$ cat config.mk
export PLATFORM = sky130hd
export DESIGN_NAME = trap_ctrl
export DESIGN_NICKNAME = d
export VERILOG_FILES = /design/src/rtl/trap_ctrl.sv
export SDC_FILE = /design/constraint.sdc
export NUM_CORES = 1
export LEC_CHECK = 0
export CORE_MARGIN = 1.5
export CORE_UTILIZATION = 40
export CTS_CLUSTER_DIAMETER = 120
export DETAILED_ROUTE_END_ITERATION = 7
export GPL_TIMING_DRIVEN = 0
export PLACE_DENSITY = 0.92
export SETUP_SLACK_MARGIN = 0.02
export SKIP_LAST_GASP = 1
export SYNTH_ARGS = -nofsm -noshare
export SYNTH_HDL_FRONTEND = slang
export SYNTH_SLANG_ARGS = --single-unit
$ cat constraint.sdc
create_clock -name clk -period 2.55 [get_ports clk]
set_clock_uncertainty 0.05 [all_clocks]
set_input_delay 0.51 -clock clk [delete_from_list [all_inputs] [get_ports clk]]
set_output_delay 0.51 -clock clk [all_outputs]
set_load 0.01 [all_outputs]
$ cat src/rtl/trap_ctrl.sv
// trap_ctrl: interrupt/trap controller in front of the core's trap input.
// Latches rising irq edges into pending, masks them with enable, and raises
// trap for the lowest-numbered active line. The core acknowledges by writing
// to TRAP_ADDR. Software re-arms the controller by writing EOI.
//
//  state    | meaning
//  ---------+--------------------------------------------------------------
//  ST_IDLE  | no trap outstanding; any active line raises trap next edge
//  ST_REQ   | trap held high, waiting for the core's TRAP_ADDR write
//  ST_INSVC | handler running; new edges only pend until EOI is written
module trap_ctrl #(
    parameter int          IRQ_COUNT = 8,
    parameter logic [31:0] BASE_ADDR = 32'h0000_0100,
    parameter logic [31:0] TRAP_ADDR = 32'h0000_0200
) (
    input  logic                 clk,
    input  logic                 reset,
    input  logic [IRQ_COUNT-1:0] irq,
    output logic                 trap,
    input  logic                 strobe,
    input  logic                 mem_rw,
    input  logic [31:0]          d_addr,
    input  logic [31:0]          d_wdata,
    output logic [31:0]          d_rdata,
    output logic                 d_hit
);

    typedef enum logic [1:0] {
        ST_IDLE  = 2'd0,
        ST_REQ   = 2'd1,
        ST_INSVC = 2'd2
    } state_t;

    localparam logic [1:0] OFF_ENABLE  = 2'd0;
    localparam logic [1:0] OFF_PENDING = 2'd1;
    localparam logic [1:0] OFF_CAUSE   = 2'd2;
    localparam logic [1:0] OFF_EOI     = 2'd3;

    state_t               state_q;
    state_t               state_d;
    logic                 trap_d;
    logic [4:0]           cause;
    logic [4:0]           cause_d;
    logic [IRQ_COUNT-1:0] irq_q;
    logic [IRQ_COUNT-1:0] pending;
    logic [IRQ_COUNT-1:0] pending_d;
    logic [IRQ_COUNT-1:0] enable;
    logic [IRQ_COUNT-1:0] active;
    logic [4:0]           sel;
    logic                 reg_wr;
    logic                 enable_wr;
    logic                 pending_wr;
    logic                 eoi_wr;
    logic                 ack;
    logic                 ack_clear;
    logic [31:0]          enable_ext;
    logic [31:0]          pending_ext;
    logic [31:0]          cause_word;
    logic                 unused_wdata;

    // Only the low IRQ_COUNT bits of write data reach a register.
    assign unused_wdata = ^d_wdata;

    // The window is 4 words aligned to 4, so the upper 30 address bits decide a hit.
    assign d_hit      = strobe & (d_addr[31:2] == BASE_ADDR[31:2]);
    assign reg_wr     = d_hit & mem_rw;
    assign enable_wr  = reg_wr & (d_addr[1:0] == OFF_ENABLE);
    assign pending_wr = reg_wr & (d_addr[1:0] == OFF_PENDING);
    assign eoi_wr     = reg_wr & (d_addr[1:0] == OFF_EOI);
    // TRAP_ADDR is outside the window, so an ack never decodes as a register access.
    assign ack        = strobe & mem_rw & (d_addr == TRAP_ADDR);
    assign active     = pending & enable;

    // Lowest-numbered active line wins: scan downwards so the last hit is the lowest.
    always_comb begin
        sel = '0;
        for (int i = IRQ_COUNT - 1; i >= 0; i--) begin
            if (active[i]) begin
                sel = 5'(i);
            end
        end
    end

    // Next state, trap and cause; trap is held through ST_REQ regardless of mask changes.
    always_comb begin
        state_d   = state_q;
        trap_d    = trap;
        cause_d   = cause;
        ack_clear = 1'b0;
        case (state_q)
            ST_IDLE: begin
                if (|active) begin
                    state_d = ST_REQ;
                    trap_d  = 1'b1;
                    cause_d = sel;
                end
            end
            ST_REQ: begin
                if (ack) begin
                    state_d   = ST_INSVC;
                    trap_d    = 1'b0;
                    ack_clear = 1'b1;
                end
            end
            ST_INSVC: begin
                if (eoi_wr) begin
                    state_d = ST_IDLE;
                end
            end
            default: begin
                state_d = ST_IDLE;
                trap_d  = 1'b0;
            end
        endcase
    end

    // Pending update: ack clear and W1C first, then new edges so an edge beats a clear.
    always_comb begin
        pending_d = pending;
        if (ack_clear) begin
            for (int i = 0; i < IRQ_COUNT; i++) begin
                if (cause == 5'(i)) begin
                    pending_d[i] = 1'b0;
                end
            end
        end
        if (pending_wr) begin
            pending_d = pending_d & ~d_wdata[IRQ_COUNT-1:0];
        end
        pending_d = pending_d | (irq & ~irq_q);
    end

    // State register and trap output.
    always_ff @(posedge clk) begin
        if (reset) begin
            state_q <= ST_IDLE;
            trap    <= 1'b0;
            cause   <= '0;
        end else begin
            state_q <= state_d;
            trap    <= trap_d;
            cause   <= cause_d;
        end
    end

    // Edge-detect history, pending and enable registers.
    always_ff @(posedge clk) begin
        if (reset) begin
            irq_q   <= '0;
            pending <= '0;
            enable  <= '0;
        end else begin
            irq_q   <= irq;
            pending <= pending_d;
            if (enable_wr) begin
                enable <= d_wdata[IRQ_COUNT-1:0];
            end
        end
    end

    // Zero-extend the IRQ_COUNT-wide registers to bus width for readback.
    always_comb begin
        enable_ext                  = '0;
        pending_ext                 = '0;
        enable_ext[IRQ_COUNT-1:0]   = enable;
        pending_ext[IRQ_COUNT-1:0]  = pending;
        cause_word                  = '0;
        cause_word[31]              = (state_q == ST_INSVC);
        cause_word[4:0]             = cause;
    end

    // Combinational read mux; EOI and misses read as zero.
    always_comb begin
        d_rdata = '0;
        if (d_hit) begin
            case (d_addr[1:0])
                OFF_ENABLE:  d_rdata = enable_ext;
                OFF_PENDING: d_rdata = pending_ext;
                OFF_CAUSE:   d_rdata = cause_word;
                default:     d_rdata = '0;
            endcase
        end
    end

endmodule

==> results of run 1 <==
-- cells by family after synthesis --
family / count (synthesis)
and+or+nand+nor: 91
buffers and inverters: 38
muxes: 16
DFF: 30
AOI/OAI and AO/OA: 37
other: 1
-- worst paths after layout --
path	slack, ps	from	to	cells past startpoint
max	40	d_addr[24]	d_rdata[4]	8
min	480	irq_q[3]	pending[3]	2
max reg2reg	1000	pending[2]	state_q[1]	5
min reg2reg	480	irq_q[3]	pending[3]	2
-- final cells by class --
class	instances	area (sq um)
Tap cell	52	65.1
Inverter	4	15.0
Sequential cell	30	601
Timing Repair Buffer	75	642
Fill cell	359	1580
Multi-Input combinational cell	167	1180
Clock inverter	1	5.00
Buffer	34	272
Clock buffer	7	86.3
-- through the flow --
step | instances | setup WS, ps | instance area, sq um
global placement | 349 | -713 | 2640
finish | 370 | 36.7 | 2870
global route | 370 | -10.0 | 2870
detailed placement | 349 | -768 | 2640
CTS | 363 | 24.8 | 2820
floorplan | 235 | 350 | 1960
-- cell usage after synthesis (3+ instances only) --
cell / n
a22oi_1: 5
a21oi_1: 8
buf_6: 4
nor4_2: 5
dfxtp_1: 30
clkbuf_1: 3
and3_1: 3
mux2i_1: 16
nor3_1: 8
nand2b_1: 9
a221oi_1: 8
nand2_1: 7
nor2b_1: 9
and3b_1: 5
nor2_1: 20
buf_4: 23
o21ai_0: 9
inv_1: 3
nand3_1: 9
-- worst min-delay path, stage by stage, from the launching register on --
cell and delay [ps]:
dfxtp_1 300, nand2b_1 110, a221oi_1 80
-- state kept, by name, summed over array words and instances, names as in the netlist --
signal,count
enable,8
irq_q,8
pending,8
cause,3
state_q,2
trap,1
-- power groups by stage --
stage | registers, mW | logic, mW | clock network (mW)
2_1_floorplan | 0.506 | 0.102 | 0
5_1_grt | 0.501 | 0.234 | 0.430
3_5_place_dp | 0.509 | 0.206 | 0
3_3_place_gp | 0.507 | 0.203 | 0
4_1_cts | 0.498 | 0.207 | 0.406
6_report | 0.499 | 0.218 | 0.401
-- per-layer routing --
metal,share of wire,GRT usage,vias up,routed length (um)
met4,0.018,0.0587,0,93
met3,0.10,0.0661,9,542
met1,0.39,0.252,862,2060
li1,-,-,935,-
met5,0,0,-,0
met2,0.49,0.371,90,2560
-- layout by cell type (no fill, tap or decap), types with 2 or more instances in the layout --
master           instances
clkdlybuf4s50_1         22
and3_1                   3
buf_1                    2
inv_1                    3
conb_1                  23
dfxtp_1                 30
dlygate4sd2_1            9
nor2b_1                  8
a221oi_1                 8
nor3_1                   2
nor4_4                   2
a22oi_1                  5
and3_4                   2
mux2i_1                 16
buf_4                   34
nor4_2                   3
and3b_1                  5
o21ai_0                  9
nor2_1                  20
nor3_2                   3
and4_4                   2
buf_8                    3
buf_6                    5
nand2b_1                 9
clkbuf_2                14
dlymetal6s2s_1           3
nor3_4                   4
clkdlybuf4s15_1          7
nand2_1                  7
nand3_1                  9
clkbuf_8                 6
a21oi_1                  8
nor3b_1                  2
clkbuf_1                 3
buf_2                    5
-- timing repair --
action	in CTS	in global routing
setup buffers	6	7
pin swaps	14	12
endpoints found under the setup margin	10	10
hold buffers	0	0
gates resized for setup	82	39
hold endpoints to repair	0	0
cloned	0	0
==> run_results.csv, run 1 <==
group,metric,value,unit
final_layout,final_util,0.645,
final_layout,area_growth,53.0,%
worst_setup_path,crit_required,1990,ps
floorplan,coreArea,4440,sq um
global_route,grt_use_total,0.212,
synthesis,yosys_warnings,0,
worst_setup_path,cp-start-kind,"input pin",
cts,clock_latency,290,ps
worst_setup_path,end_kind,"output pin",
cts,cts_buffers,5,
cts,cts-root-buf,"clkbuf_8",
global_route,grt_pass1_wl,8.47,mm
final_layout,fin_nets,393,
synthesis,synth-async-reset-ratio,0,
placed_design,hpwl,3.67,mm
sta,rsz0062_at_grt,"true",
worst_setup_path,cp_max_fo,6,
sta,fin_crit_sh,0.986,
drt,routed_via_density,5.12,
synthesis,ys_types,44,
synthesis,synth_flop_cell,"dfxtp_1",
synthesis,yosys.area_share.simple,0.315,
drt,first_pass_iters,6,
floorplan,fp.dieW,71.5,um
global_route,antenna_found_initial,0,
floorplan,die_h,71.5,um
power_and_ir_drop,ir_drop,0.000367,V
sta,setup_violations,0,
drt,wire_per_inst,14.2,um
power_and_ir_drop,intPower,829,uW
drt,route.detailed.drc,10,
cts,cts_tree,"yes",
synthesis,synth-seq-cells,30,
synthesis,synth_top_area_share,0.320,
synthesis,synth_compound_area_frac,0.136,
sta,final.setup.tns,0,ps
worst_setup_path,cp_slowest_cell,"and4_4",
sta,whs,484,ps
worst_hold_path,hold_path.class,"flip-flop to flip-flop",
drt,routed_wirelength,5.25,mm
floorplan,ioPinCount,110,
worst_setup_path,critPathTopFamily,"simple AND/OR/NAND/NOR gates",
drt,ant_nets,0,
synthesis,syn_inst,213,
synthesis,synth-edff-count,0,
global_route,first_global_vias,1754,
synthesis,syn_area,1870,sq um
power_and_ir_drop,switching_power,288,uW
final_layout,drive_above_1_share,0.286,
worst_setup_path,slowest_delay,280,ps
power_and_ir_drop,power_frac_seq,0.446,
worst_setup_path,cp_data_arrival_time,1950,ps
status,failed_checks,"DRC",
cts,htree_levels,2,
worst_setup_path,cp_num_buf_inv,4,
synthesis,yosys.area_share.adder,0,
sta,drv_slew,0,
drt,drt_iter0_drc,166,
power_and_ir_drop,switching_share,0.258,
synthesis,synth.largest_area_cell,"dfxtp_1",
placed_design,io_buffers,62,
power_and_ir_drop,leakage,1.31,nW
worst_setup_path,crit_type,"input pin to output pin",
synthesis,avgSynthCellArea,8.80,sq um
status,outcome,"finished with violations",
power_and_ir_drop,finalPower,1.12,mW
floorplan,start_util,0.422,
synthesis,synthMuxAreaShare,0.0854,
synthesis,synth_top_family_by_area,"simple AND/OR/NAND/NOR gates",
power_and_ir_drop,powerDensity,389,nW/um^2
synthesis,ys_seq_area_frac,0.320,
drt,vias,1896,
synthesis,synth.area.top_cells,"dfxtp_1, buf_4, mux2i_1",
power_and_ir_drop,p_clk_frac,0.359,
floorplan,fp.dieArea,5110,sq um
global_route,grt_max_degree,11,
sta,post-route-min-period,2510,ps
sta,fmax,398,MHz
job,drv_cap,0,
floorplan,num_rows,24,
global_route,grt-ovfl-total,0,
power_and_ir_drop,p_comb_frac,0.195,
cts,clockBufferDepth,2,
cts,cts_sinks,30,
cts,path_clk_slew,60,ps
placed_design,gp_congestion,0.889,
synthesis,synth_xor_area_frac,0,
worst_setup_path,cp_cell_sequence,"clkdlybuf4s15_1, nor4_2, and4_4, nand4b_4, buf_6, buf_8, nor3_4, buf_2",
sta,hold_violations,0,
final_layout,diodes,0,
Power figures use the tool's default switching activity.
==> run 2: changes to the inputs <==
- ABC_AREA: unset -> 1
- PLACE_DENSITY: 0.92 -> 0.91
==> run 2 against run 1 <==
  * The flow now finishes without violations
  * Largest power group unchanged
  * Clock power barely moved
  * Combinational power barely moved
  * Wire length rose by 17%
  * Via count rose by 24%
  * Global-route usage fell by 1.2 points
==> run_results.csv, run 2 <==
group,metric,value,unit
synthesis,ys_types,27,
synthesis,syn_area,1960,sq um
synthesis,synth-async-reset-ratio,0,
synthesis,synth_top_area_share,0.306,
drt,vias,2358,
drt,ant_nets,0,
synthesis,syn_inst,325,
power_and_ir_drop,switching_share,0.262,
drt,wl_met3,544,um
worst_hold_path,holdPathStages,3,
synthesis,synth.most_common_cell,"nand2_1",
final_layout,reg.largest.list,"enable (8), irq_q (8), pending (8)",
worst_setup_path,reg2regPathDepth,9,
synthesis,synth.cells.most_frequent,"nand2_1, nor2_1, inv_1",
cts,clockBufferDepth,2,
global_route,first_global_vias,1955,
drt,wl_met2,3.01,mm
sta,drv_slew,0,
synthesis,synth_flop_cell,"dfxtp_1",
final_layout,diodes,0,
power_and_ir_drop,intPower,825,uW
floorplan,fp.dieW,73.0,um
floorplan,fp.dieArea,5330,sq um
worst_setup_path,crit_type,"input pin to output pin",
placed_design,post-place-cells,476,
cts,cts_buffers,5,
cts,htree_levels,2,
worst_setup_path,end_kind,"output pin",
power_and_ir_drop,power_frac_seq,0.448,
worst_setup_path,r2r-end,"cause[1]",
global_route,grt-ovfl-total,0,
placed_design,place_ws,-609,ps
worst_hold_path,hold_path.class,"flip-flop to flip-flop",
cts,path_clk_slew,70,ps
sta,setup_ws,70.2,ps
final_layout,fin_nets,505,
drt,drt_iter0_drc,268,
synthesis,avgSynthCellArea,6.04,sq um
cts,cts_tree,"yes",
worst_hold_path,min_from,"irq_q[4]",
drt,wire_per_inst,12.4,um
sta,post-route-min-period,2480,ps
power_and_ir_drop,ir_drop,0.000205,V
sta,setup_violations,0,
floorplan,num_rows,25,
floorplan,coreArea,4720,sq um
job,drv_cap,0,
final_layout,instances_no_fill,497,
placed_design,hpwl,4.12,mm
drt,wl_met1,2.38,mm
placed_design,io_buffers,62,
power_and_ir_drop,leakage,1.67,nW
drt,highest_layer,"met4",
sta,fmax,403,MHz
worst_setup_path,cp_max_fo,10,
power_and_ir_drop,finalPower,1.12,mW
synthesis,synth.largest_area_cell,"dfxtp_1",
synthesis,synth.area.top_cells,"dfxtp_1, nand2_1, nor2_1",
power_and_ir_drop,powerDensity,362,nW/um^2
cts,clock_latency,280,ps
worst_setup_path,r2r-start,"pending[2]",
global_route,antenna_found_initial,0,
worst_setup_path,cp-start-kind,"input pin",
global_route,grt_max_degree,11,
floorplan,ioPinCount,110,
drt,routed_via_density,4.74,
sta,hold_violations,0,
synthesis,ys_seq_area_frac,0.306,
floorplan,die_h,73.0,um
drt,route.detailed.drc,0,
worst_setup_path,crit_required,1990,ps
worst_setup_path,cp_data_arrival_time,1920,ps
final_layout,layout_commonest_cell,"nand2_1",
global_route,grt_use_total,0.201,
sta,fin_crit_sh,0.972,
cts,cts-root-buf,"clkbuf_8",
sta,whs,401,ps
drt,routed_wirelength,6.16,mm
sta,final.setup.tns,0,ps
final_layout,final_cell_mix,"nand2_1, nor2_1, inv_1",
worst_setup_path,reg2reg_slack,1190,ps
synthesis,yosys_warnings,0,
synthesis,synth-edff-count,0,
power_and_ir_drop,p_clk_frac,0.359,
final_layout,drive_above_1_share,0.214,
sta,rsz0062_at_grt,"true",
status,outcome,"finished, final reports clean",
floorplan,start_util,0.415,
power_and_ir_drop,switching_power,293,uW
cts,cts_sinks,30,
power_and_ir_drop,p_comb_frac,0.193,
final_layout,area_growth,57.4,%
global_route,grt_pass1_wl,8.36,mm
drt,first_pass_iters,7,
placed_design,gp_congestion,0.867,
synthesis,synth-seq-cells,30,
worst_hold_path,hold_end,"pending[4]",
run 2: cell types whose count changed after synthesis, sizes merged, moves of 5 or more:
cell,previous run,this run
nand4,1,9
nor2,20,57
inv,4,41
and3,5,0
a221oi,8,0
a22oi,5,0
nand2b,9,1
nand3b,1,8
nor2b,10,0
nand2,7,105
and3b,5,0
mux2i,16,0
run 2: worst max-delay path by stage:
| stage | to | slack [ps] | cells after the start | from |
|---|---|---|---|---|
| after floorplan | d_rdata[0] | 460 | 8 | d_addr[7] |
| after global placement | d_rdata[1] | -540 | 9 | d_addr[17] |
| after detailed placement | d_rdata[1] | -610 | 10 | d_addr[3] |
| after CTS | d_hit | 30 | 9 | d_addr[24] |
| after global routing | d_rdata[1] | -40 | 7 | d_addr[0] |
| final | d_rdata[1] | 70 | 7 | d_addr[0] |
run 2: logic make-up (layout without fill, tap and decap cells):
logic type | after synthesis | count (layout) | synth area share
AO/OA/AOI/OAI | 22 | 22 | 0.0599
other | 1 | 23 | 0.00191
AND/OR/NAND/NOR | 200 | 200 | 0.443
buffers and inverters | 72 | 155 | 0.189
flip-flops | 30 | 30 | 0.306
run 2: worst max-delay path, cell delays in order:
cell             delay, ps
clkdlybuf4s50_1        550
inv_1                  110
nor2_4                 180
buf_6                  160
nand2_1                 60
a31oi_2                190
buf_2                  160
run 2: cell type report:
class / count / area [sq um]
Sequential cell: 30 / 601
Buffer: 29 / 220
Inverter: 43 / 170
Clock inverter: 1 / 5.00
Fill cell: 385 / 1640
Timing Repair Buffer: 75 / 756
Clock buffer: 7 / 86.3
Multi-Input combinational cell: 245 / 1170
Tap cell: 67 / 83.8
run 2: power by group through the flow:
stage	clock network [mW]	registers [mW]	logic (mW)
final	0.401	0.501	0.216
after global routing	0.429	0.502	0.235
after CTS	0.404	0.500	0.195
after detailed placement	0	0.510	0.190
after global placement	0	0.510	0.187
after floorplan	0	0.507	0.0948
run 2: stage by stage:
stage | area (sq um) | util
after floorplan | 2040 | -
after global placement | 2750 | 0.582
after detailed placement | 2750 | 0.582
after CTS | 2860 | 0.606
after global routing | 3090 | 0.654
final | 3090 | 0.654
run 2: repair_timing:
action / in CTS / in global routing
hold buffers: 0 / 0
resized for setup: 51 / 55
buffers inserted: 3 / 10
pin swaps: 5 / 27
endpoints found under the setup margin: 10 / 10
run 2: routing by layer:
| metal | track usage | up-vias |
|---|---|---|
| met5 | 0 | - |
| met4 | 0.0922 | 0 |
| met3 | 0.0552 | 33 |
| met2 | 0.338 | 138 |
| met1 | 0.235 | 1017 |
| li1 | - | 1170 |
